[src/rtl/afifo_pkg.sv]
// Shared definitions for the async FIFO read/write port drivers.
// Latency: n/a (types and constants only).
// Backpressure: n/a.
package afifo_pkg;

  // Default data width, shared by the write- and read-side drivers.
  localparam int AFIFO_DATA_WIDTH = 32;

  // Write-port driver states.
  typedef enum logic [1:0] {
    W_IDLE  = 2'd0,
    W_BURST = 2'd1,
    W_DONE  = 2'd2
  } wdrv_state_e;

endpackage : afifo_pkg

[src/rtl/afifo_wdriver_ctrl.sv]
// Write-port driver for the async FIFO (wclk domain): moves a commanded burst of words from an
//   upstream valid/ready stream into the FIFO write port, with stall timeout and abort.
// Latency: first winc 1 cycle after start; done pulses the cycle after the last write.
// Backpressure: s_ready = ~wfull during a burst only; winc is never raised while wfull is high.
//
// Ports:
//   wclk, wrst_n         write clock, async active-low reset
//   start, len, abort    burst command (sampled in IDLE) and synchronous abort
//   s_valid/s_ready/s_data  upstream stream
//   wfull, winc, wdata   FIFO write port (wfull already synchronised to wclk)
//   busy, done, err, words  status: busy outside IDLE, one-cycle done, err with done, word count
module afifo_wdriver_ctrl
  import afifo_pkg::*;
#(
  parameter int DATA_WIDTH = AFIFO_DATA_WIDTH,
  parameter int LEN_WIDTH  = 8,
  parameter int STALL_MAX  = 1024
) (
  input  logic                  wclk,
  input  logic                  wrst_n,
  input  logic                  start,
  input  logic [LEN_WIDTH-1:0]  len,
  input  logic                  abort,
  input  logic                  s_valid,
  input  logic [DATA_WIDTH-1:0] s_data,
  output logic                  s_ready,
  input  logic                  wfull,
  output logic                  winc,
  output logic [DATA_WIDTH-1:0] wdata,
  output logic                  busy,
  output logic                  done,
  output logic                  err,
  output logic [LEN_WIDTH-1:0]  words
);

  localparam int SW = $clog2(STALL_MAX + 1);
  localparam logic [SW-1:0] STALL_LAST = SW'(STALL_MAX - 1);

  wdrv_state_e          state;
  logic [LEN_WIDTH-1:0] remaining;
  logic [SW-1:0]        stall_cnt;
  logic                 xfer;

  // Write port decodes straight from state so a reset drops winc/s_ready at once.
  always_comb begin
    s_ready = 1'b0;
    winc    = 1'b0;
    xfer    = 1'b0;
    wdata   = s_data;
    if (state == W_BURST) begin
      s_ready = ~wfull;
      xfer    = s_valid & ~wfull;
      winc    = xfer;
    end
  end

  always_ff @(posedge wclk or negedge wrst_n) begin
    if (!wrst_n) begin
      state     <= W_IDLE;
      busy      <= 1'b0;
      done      <= 1'b0;
      err       <= 1'b0;
      words     <= '0;
      remaining <= '0;
      stall_cnt <= '0;
    end else begin
      done <= 1'b0;
      case (state)
        W_IDLE: begin
          if (start) begin
            busy  <= 1'b1;
            words <= '0;
            err   <= 1'b0;
            if (len != '0) begin
              state     <= W_BURST;
              remaining <= len;
              stall_cnt <= '0;
            end else begin
              // Empty burst completes immediately.
              state <= W_DONE;
              done  <= 1'b1;
            end
          end
        end

        W_BURST: begin
          if (xfer) begin
            words     <= words + LEN_WIDTH'(1);
            remaining <= remaining - LEN_WIDTH'(1);
          end
          // Only a full FIFO counts as a stall; an idle upstream does not.
          if (wfull) stall_cnt <= stall_cnt + SW'(1);
          else       stall_cnt <= '0;

          // Final word wins over abort, abort wins over timeout.
          if (xfer && remaining == LEN_WIDTH'(1)) begin
            state <= W_DONE;
            done  <= 1'b1;
            err   <= 1'b0;
          end else if (abort) begin
            state <= W_DONE;
            done  <= 1'b1;
            err   <= 1'b1;
          end else if (wfull && stall_cnt == STALL_LAST) begin
            state <= W_DONE;
            done  <= 1'b1;
            err   <= 1'b1;
          end
        end

        W_DONE: begin
          state <= W_IDLE;
          busy  <= 1'b0;
        end

        default: begin
          state <= W_IDLE;
          busy  <= 1'b0;
        end
      endcase
    end
  end

  a_no_write_when_full : assert property (@(posedge wclk) disable iff (!wrst_n) !(winc && wfull));

endmodule : afifo_wdriver_ctrl
[config.mk]
export PLATFORM = sky130hd
export DESIGN_NAME = afifo_wdriver_ctrl
export DESIGN_NICKNAME = d
export VERILOG_FILES = /design/src/rtl/afifo_pkg.sv /design/src/rtl/afifo_wdriver_ctrl.sv
export SDC_FILE = /design/constraint.sdc
export NUM_CORES = 1
export LEC_CHECK = 0
export ABC_AREA = 1
export CORE_MARGIN = 1.5
export CORE_UTILIZATION = 40
export CTS_CLUSTER_DIAMETER = 150
export DETAILED_ROUTE_END_ITERATION = 7
export GPL_ROUTABILITY_DRIVEN = 0
export PLACE_DENSITY_LB_ADDON = 0.2
export SLEW_MARGIN = 20
export SYNTH_ARGS = -nofsm -noshare
export SYNTH_HDL_FRONTEND = slang
export SYNTH_SLANG_ARGS = --single-unit
[constraint.sdc]
create_clock -name wclk -period 2.8 [get_ports wclk]
set_input_delay 0.7 -clock wclk [delete_from_list [all_inputs] [get_ports wclk]]
set_output_delay 0.7 -clock wclk [all_outputs]
set_load 0.02 [all_outputs]
# Word-level counts from Yosys, hierarchy flattened
# Index checks and enable logic that the tools add are counted.
# totals
register_bits	32
inputBits	46
out_inout_bits	45
elab_cells	63
# op_classes
add_sub_neg	3
n_eq_ne	7
muxes	32
n_bitwise	3
n_reduce_logical	11
# ops
operator	n
2-to-1 mux 8 bit	5
2-to-1 mux 11 bit	3
one-hot mux 8 bit (2 select lines)	2
one-hot mux 11 bit (2 select lines)	1
2-to-1 mux 1 bit	12
adder 11 x 1 -> 11 bit, second input constant	1
== test 11 x 10 -> 1 bit, second input constant	1
2-to-1 mux 2 bit	5
AND reduction 3 bit	3
adder 8 x 1 -> 8 bit, second input constant	1
== test 8 x 1 -> 1 bit, second input constant	1
nonzero test 8 bit	1
subtractor 8 x 1 -> 8 bit, second input constant	1
!= test 2 bit, second input constant	3
one-hot mux 1 bit (2 select lines)	3
!= test 4 x 2 -> 1 bit, second input constant	1
one-hot mux 2 bit (2 select lines)	1
AND reduction 2 bit	2
AND reduction 4 bit	1
== test 2 x 1 -> 1 bit, second input constant	1
logical AND 1 bit	2
zero test 2 bit	1
NOT 1 bit	2
nonzero test 2 bit	1
AND 1 bit	1

# Depth between registers and ports, before layout
# Gate-level depths: netlist of the first run.
# logic_depth
word_depth	6
ltp_mapped	9
depth_no_buf	9

# Worst setup path after synthesis of the first run
# OpenSTA, ideal clock, no wires.
# synth_timing
path_type	reg-to-output
from	reg state[1]
to	out s_ready
arrival_ps	1196
t_required_ps	2100
slack_ps	904
path_stages_with_launch	6
n_path_buf	2
path_cell_list	dfrtp_1 > inv_2 > nand2_2 > buf_2 > buf_2 > nor2_1
# synth_via
elab_chain_len	2
# synth_lines
item	line	rtl
start, declared	afifo_wdriver_ctrl.sv:39	wdrv_state_e state;
start signal, assigned	afifo_wdriver_ctrl.sv:59	state <= W_IDLE;
start signal, assigned	afifo_wdriver_ctrl.sv:75	state <= W_BURST;
start signal, assigned	afifo_wdriver_ctrl.sv:80	state <= W_DONE;
== test 2 x 1 -> 1 bit	afifo_wdriver_ctrl.sv:50	if (state == W_BURST) begin
2-to-1 mux 1 bit	afifo_wdriver_ctrl.sv:50	
end, declared	afifo_wdriver_ctrl.sv:26	output logic s_ready,
# No other way between the ends.

# Final worst setup path of the first run
# layout_timing
from	in wfull
to	out s_ready
# layout_via
elab_chain_len	2
# layout_lines
item	line	rtl
start, declared	afifo_wdriver_ctrl.sv:27	input logic wfull,
NOT 1 bit	afifo_wdriver_ctrl.sv:51	s_ready = ~wfull;
2-to-1 mux 1 bit	afifo_wdriver_ctrl.sv:50	
# No other way between the ends.

==> results of run 1 <==
[cell usage in the layout (no fill, tap or decap), drive strengths merged, types with 2 or more instances in the layout]
master	netlist	layout
inv	28	28
clkbuf	2	7
a21o	2	2
nand2	80	80
o21ai	27	27
nor3	4	4
nand3	40	40
buf	37	5
clkdlybuf4s50	0	26
a21oi	6	6
or2	2	2
nor2	34	34
nand4	9	9
ha	4	4
dfrtp	32	32
[registers in the layout (all words and copies together), names as in the netlist]
name	cells
done	1
stall_cnt	11
words	8
err	1
remaining	8
busy	1
state	2
[kinds of logic (layout without fill, tap and decap cells)]
| family | after synthesis | in the layout | share of synthesized area |
|---|---|---|---|
| flip-flops | 32 | 32 | 0.368 |
| buffers and inverters | 67 | 66 | 0.176 |
| AO/OA/AOI/OAI | 37 | 37 | 0.0948 |
| AND/OR/NAND/NOR | 169 | 169 | 0.338 |
| adder cells (fa/ha/maj) | 4 | 4 | 0.0230 |
[cells in the mapped netlist, drive strengths merged]
cell	number	area, µm²
nand4	9	56.3
o21a	1	7.51
a21oi	6	41.3
ha	4	50.1
o21bai	1	7.51
nor2	34	145
o21ai	27	135
or2	2	12.5
nand3	40	200
nor3	4	20.0
a21o	2	15.0
dfrtp	32	801
buf	37	272
nand2	80	303
inv	28	105
clkbuf	2	7.51
[through the flow]
step / hold slack (ns) / cells
global placement: 0.472 / 371
floorplan: 0.404 / 309
detailed placement: 0.479 / 371
finish: 0.489 / 378
CTS: 0.499 / 378
global route: 0.517 / 378
[power by group]
group | internal (W) | switching, W | total (W)
Sequential | 0.000571 | 0.000103 | 0.000674
Combinational | 0.000284 | 0.000545 | 0.000829
Clock | 0.000219 | 0.000166 | 0.000385
[worst max path at each step]
stage,to,slack [ns]
3_5_place_dp,s_ready,0.06
4_1_cts,s_ready,0.05
6_report,s_ready,0.05
5_1_grt,winc,0.006
3_3_place_gp,winc,0.06
2_1_floorplan,s_ready,0.90
[cell type report]
type,count,area share
multi-input combinational,210,0.417
sequential,32,0.336
timing repair buffer,31,0.125
inverter,28,0.0441
clock buffer,7,0.0405
tap,70,0.0368
[critical path, stage by stage]
cell	delay, ns
clkdlybuf4s50_1	0.43
buf_4	0.19
nor2_1	0.11
clkdlybuf4s50_1	0.61
[per-layer routing]
metal | track usage | vias to the layer above | routed length [µm]
li1 | - | 968 | -
met1 | 0.221 | 857 | 2260
met2 | 0.271 | 41 | 2060
met3 | 0.0405 | 15 | 232
met4 | 0.0630 | 0 | 74
met5 | 0 | - | 0
==> run_results.csv, run 1 <==
group,metric,value,unit
finish,final_util,0.460,
setup_path,critPathRequiredTime,2.10,ns
grt,track_usage,0.169,
finish,diodes,0,
pwr,power_density,793,nW/µm²
setup_path,worst-endpoint-arrival,2.05,ns
finish,layout-drive-gt1-share,0.0649,
die,die_width,76.8,µm
pwr,final_total_power,0.00189,W
grt,number_of_global_route_vias_before_repair,1805,
die,io-pin-count,91,
place,port_buffers,26,
setup_path,rrSetupSlack,0.98,ns
routing,final_antenna_net_count,0,
synth,syn-num-nets,359,
setup_path,critPathMaxFanout,11,
grt,grt_max_degree,33,
finish,seqCellArea,801,µm²
place,placed_cell_area,2280,µm²
cts,insertion_delay_of_the_later_clocked_pin_in_the_worst_skew_pair,0.28,ns
sta,timing.final.crit_period,2.75,ns
setup_path,setup.worst_path.start_class,"primary input",
sta,min_period_over_period,0.981,
setup_path,timing.rr.end,"words[5]",
outcome,status,"completed",
die,die_h,76.8,µm
routing,dr_total_vias,1881,
die,initial_utilization,0.421,
sta,drv_slew,0,
setup_path,timing.reg2reg.worst_path_depth,7,
cts,cts.hold.buffers_added,0,
setup_path,setup.worst_path.start,"wfull",
sta,setup_total_negative_slack,0,ns
pwr,power.leakage,1.09,nW
sta,timing.max_slew.rel_slack,0.721,
sta,unrepaired_setup_endpoints_after_global_routing,"false",
cts,clock_tree.htree_level_count,2,
grt,wire_length_of_the_first_global_routing_pass,8110,µm
pwr,max-vdd-ir-drop,0.371,mV
cts,post_cts.resized_instances,0,
synth,synthesis.area_per_instance,7.05,µm²
routing,avgRoutedWirePerCell,12.2,µm
place,dp_slack,0.0553,ns
sta,maxClockFrequency,364,MHz
cts,clock-root-buffer,"clkbuf_8",
worst_hold_path,worstHoldStart,"err",
routing,drt-vias-per-instance,4.98,
sta,hold_viol_final,0,
finish,layout.cell_area.non_filler,2380,µm²
sta,setup_viol,0,
worst_hold_path,hp-class,"reg -> reg",
finish,syn2layout_area_growth,9.30,%
die,die_area,5900,µm²
worst_hold_path,min_delay_worst_endpoint,"err",
setup_path,worst_setup_path_category,"in -> out",
finish,fillers,545,
sta,post-route-worst-setup-slack,0.0536,ns
worst_hold_path,cell_count_of_the_worst_hold_path,2,
setup_path,timing.rr.start,"state[0]",
finish,post_layout_nets,358,
routing,post-route-drc-count,0,
synth,synth_seq_cells,32,
place,dp_hpwl,3360,µm
synth,syn-instance-count,309,
setup_path,critical_path.endpoint_type,"primary output",
synth,share_of_the_yosys_chip_area_belonging_to_registers,0.368,
synth,ys.warnings.count,0,
grt,globalRoute.totalOverflow,0,
cts,clkSlewWorstSetupHoldPaths,0.07,ns
cts,postCtsSetupRepairBufs,0,
flow_run,count_of_max_cap_constraint_violations,0,
routing,number_of_detailed_routing_iterations_run_before_antenna_repair,4,
cts,tritoncts.num_buffers,5,
cts,clockBufferDepth,2,
die,core_region_area,5170,µm²
sta,worst_clock_skew,0.00731,ns
sta,worst_pin_slew,0.418,ns
finish,multi_input_comb_area,993,µm²
cts,tritoncts,"yes",
cts,cts.sinks,32,
routing,drt_iter0_drc,142,
grt,initial_antenna_violation_count,0,
synth,yosys.cell_types.count,23,
die,fp-row-count,26,
routing,totalWireLength,4620,µm
synth,syn-cell-area,2180,µm²
(Power assumes the default switching activity.)
==> inputs of run 2 (changes only) <==
--- a/config.mk
+++ b/config.mk
@@ -11,7 +11,9 @@
 export CTS_CLUSTER_DIAMETER = 150
 export DETAILED_ROUTE_END_ITERATION = 7
 export GPL_ROUTABILITY_DRIVEN = 0
+export MAX_ROUTING_LAYER = met4
 export PLACE_DENSITY_LB_ADDON = 0.2
+export RECOVER_POWER = 50
 export SLEW_MARGIN = 20
 export SYNTH_ARGS = -nofsm -noshare
 export SYNTH_HDL_FRONTEND = slang
==> run_results.csv, run 2 (synthesis gave the netlist of run 1 again) <==
group,metric,value,unit
finish,fillers,546,
pwr,clockPowerShare,0.205,
routing,dr_total_vias,1869,
cts,tritoncts.num_buffers,5,
cts,clock_tree.htree_level_count,2,
finish,diodes,0,
outcome,status,"completed",
die,initial_utilization,0.421,
setup_path,critPathRequiredTime,2.10,ns
cts,post_cts.resized_instances,0,
grt,initial_antenna_violation_count,0,
grt,wire_length_of_the_first_global_routing_pass,8110,µm
routing,post-route-drc-count,0,
sta,timing.max_slew.rel_slack,0.456,
place,dp_slack,0.0553,ns
pwr,p_switching,0.000817,W
sta,setup_total_negative_slack,0,ns
sta,timing.final.crit_period,2.75,ns
cts,postCtsSetupRepairBufs,0,
pwr,power.leakage,1.09,nW
place,port_buffers,26,
routing,totalWireLength,4640,µm
grt,track_usage,0.174,
setup_path,rrSetupSlack,0.98,ns
die,fp-row-count,26,
place,dp_hpwl,3360,µm
pwr,part_of_the_power_in_combinational_logic,0.439,
die,die_width,76.8,µm
finish,largest_register_ff_count,11,
worst_hold_path,hp-class,"reg -> reg",
setup_path,worst_setup_path_category,"in -> out",
finish,highest_count_cells_in_the_layout_ignoring_fill_and_taps,"nand2_1, nand3_1, dfrtp_1",
setup_path,critical_path.endpoint_type,"primary output",
pwr,share_seq_of_total_power,0.357,
flow_run,count_of_max_cap_constraint_violations,0,
cts,clkSlewWorstSetupHoldPaths,0.07,ns
sta,maxClockFrequency,364,MHz
sta,min_period_over_period,0.981,
grt,grt_max_degree,33,
sta,setup_viol,0,
grt,globalRoute.totalOverflow,0,
sta,hold_viol_final,0,
die,io-pin-count,91,
finish,seqCellArea,801,µm²
sta,drv_slew,0,
sta,post-route-worst-setup-slack,0.0530,ns
routing,drt-vias-per-instance,4.94,
pwr,max-vdd-ir-drop,0.371,mV
finish,syn2layout_area_growth,9.19,%
cts,insertion_delay_of_the_later_clocked_pin_in_the_worst_skew_pair,0.28,ns
finish,post_layout_nets,358,
cts,cts.hold.buffers_added,0,
sta,unrepaired_setup_endpoints_after_global_routing,"false",
die,die_area,5900,µm²
finish,largest_register,"stall_cnt",
pwr,power_density,795,nW/µm²
setup_path,worst-endpoint-arrival,2.05,ns
routing,number_of_detailed_routing_iterations_run_before_antenna_repair,4,
sta,worst_pin_slew,0.816,ns
cts,tritoncts,"yes",
routing,avgRoutedWirePerCell,12.3,µm
grt,number_of_global_route_vias_before_repair,1805,
setup_path,setup.worst_path.start_class,"primary input",
routing,drt_iter0_drc,140,
pwr,switching_share,0.432,
pwr,internal_power,0.00107,W
setup_path,critPathMaxFanout,11,
die,die_h,76.8,µm
cts,clockBufferDepth,2,
cts,clock-root-buffer,"clkbuf_8",
finish,top_regs,"stall_cnt (11), remaining (8), words (8)",
pwr,final_total_power,0.00189,W
finish,layout-drive-gt1-share,0.0649,
die,core_region_area,5170,µm²
cts,cts.sinks,32,
finish,final_util,0.460,
sta,worst_clock_skew,0.00816,ns
routing,final_antenna_net_count,0,
finish,multi_input_comb_area,993,µm²
finish,final_common_cell,"nand2_1",
[run 2: cell types whose count changed in the layout (fill, tap and decap cells not counted), sizes merged]
cell           change
clkbuf             +1
dlygate4sd3        +1
buf                -1
clkdlybuf4s50      -1
[run 2: final timing paths]
check / start / end / cells after the start
max: wfull / s_ready / 4
min: err / err / 2
max reg2reg: state[0] / words[5] / 7
min reg2reg: err / err / 2
max in group asynchronous: wrst_n / remaining[5] / 2
min in group asynchronous: wrst_n / stall_cnt[5] / 2
[run 2: layout make-up]
class,instances,share of cell area
clock buffer,7,0.0405
inverter,28,0.0442
multi-input combinational,210,0.418
sequential,32,0.337
tap,70,0.0368
timing repair buffer,31,0.124
[run 2: worst max-delay path, stage by stage]
cell and delay, ns:
clkdlybuf4s50_1 0.43, buf_4 0.19, nor2_1 0.11, clkdlybuf4s50_1 0.61
[run 2: power groups by stage]
stage	registers [W]	clock network [W]	logic, W
after CTS	0.000673	0.000395	0.000841
final	0.000674	0.000387	0.000829
after global placement	0.000677	0	0.000833
after detailed placement	0.000678	0	0.000839
after floorplan	0.000688	0	0.000656
after global routing	0.000689	0.000411	0.000963
[run 2: through the flow]
stage          std cells  instance area [µm²]  hold WS, ns
2_1_floorplan        309                 2180        0.404
3_3_place_gp         371                 2280        0.472
3_5_place_dp         371                 2280        0.479
4_1_cts              378                 2380        0.499
5_1_grt              378                 2380        0.517
6_report             378                 2380        0.490
[run 2: metal layers]
layer | vias up | routed length [µm] | GRT usage
met3 | 15 | 193 | 0.0369
met4 | 0 | 74 | 0.0630
met1 | 852 | 2290 | 0.223
met5 | - | 0 | -
met2 | 33 | 2080 | 0.271
li1 | 969 | - | -
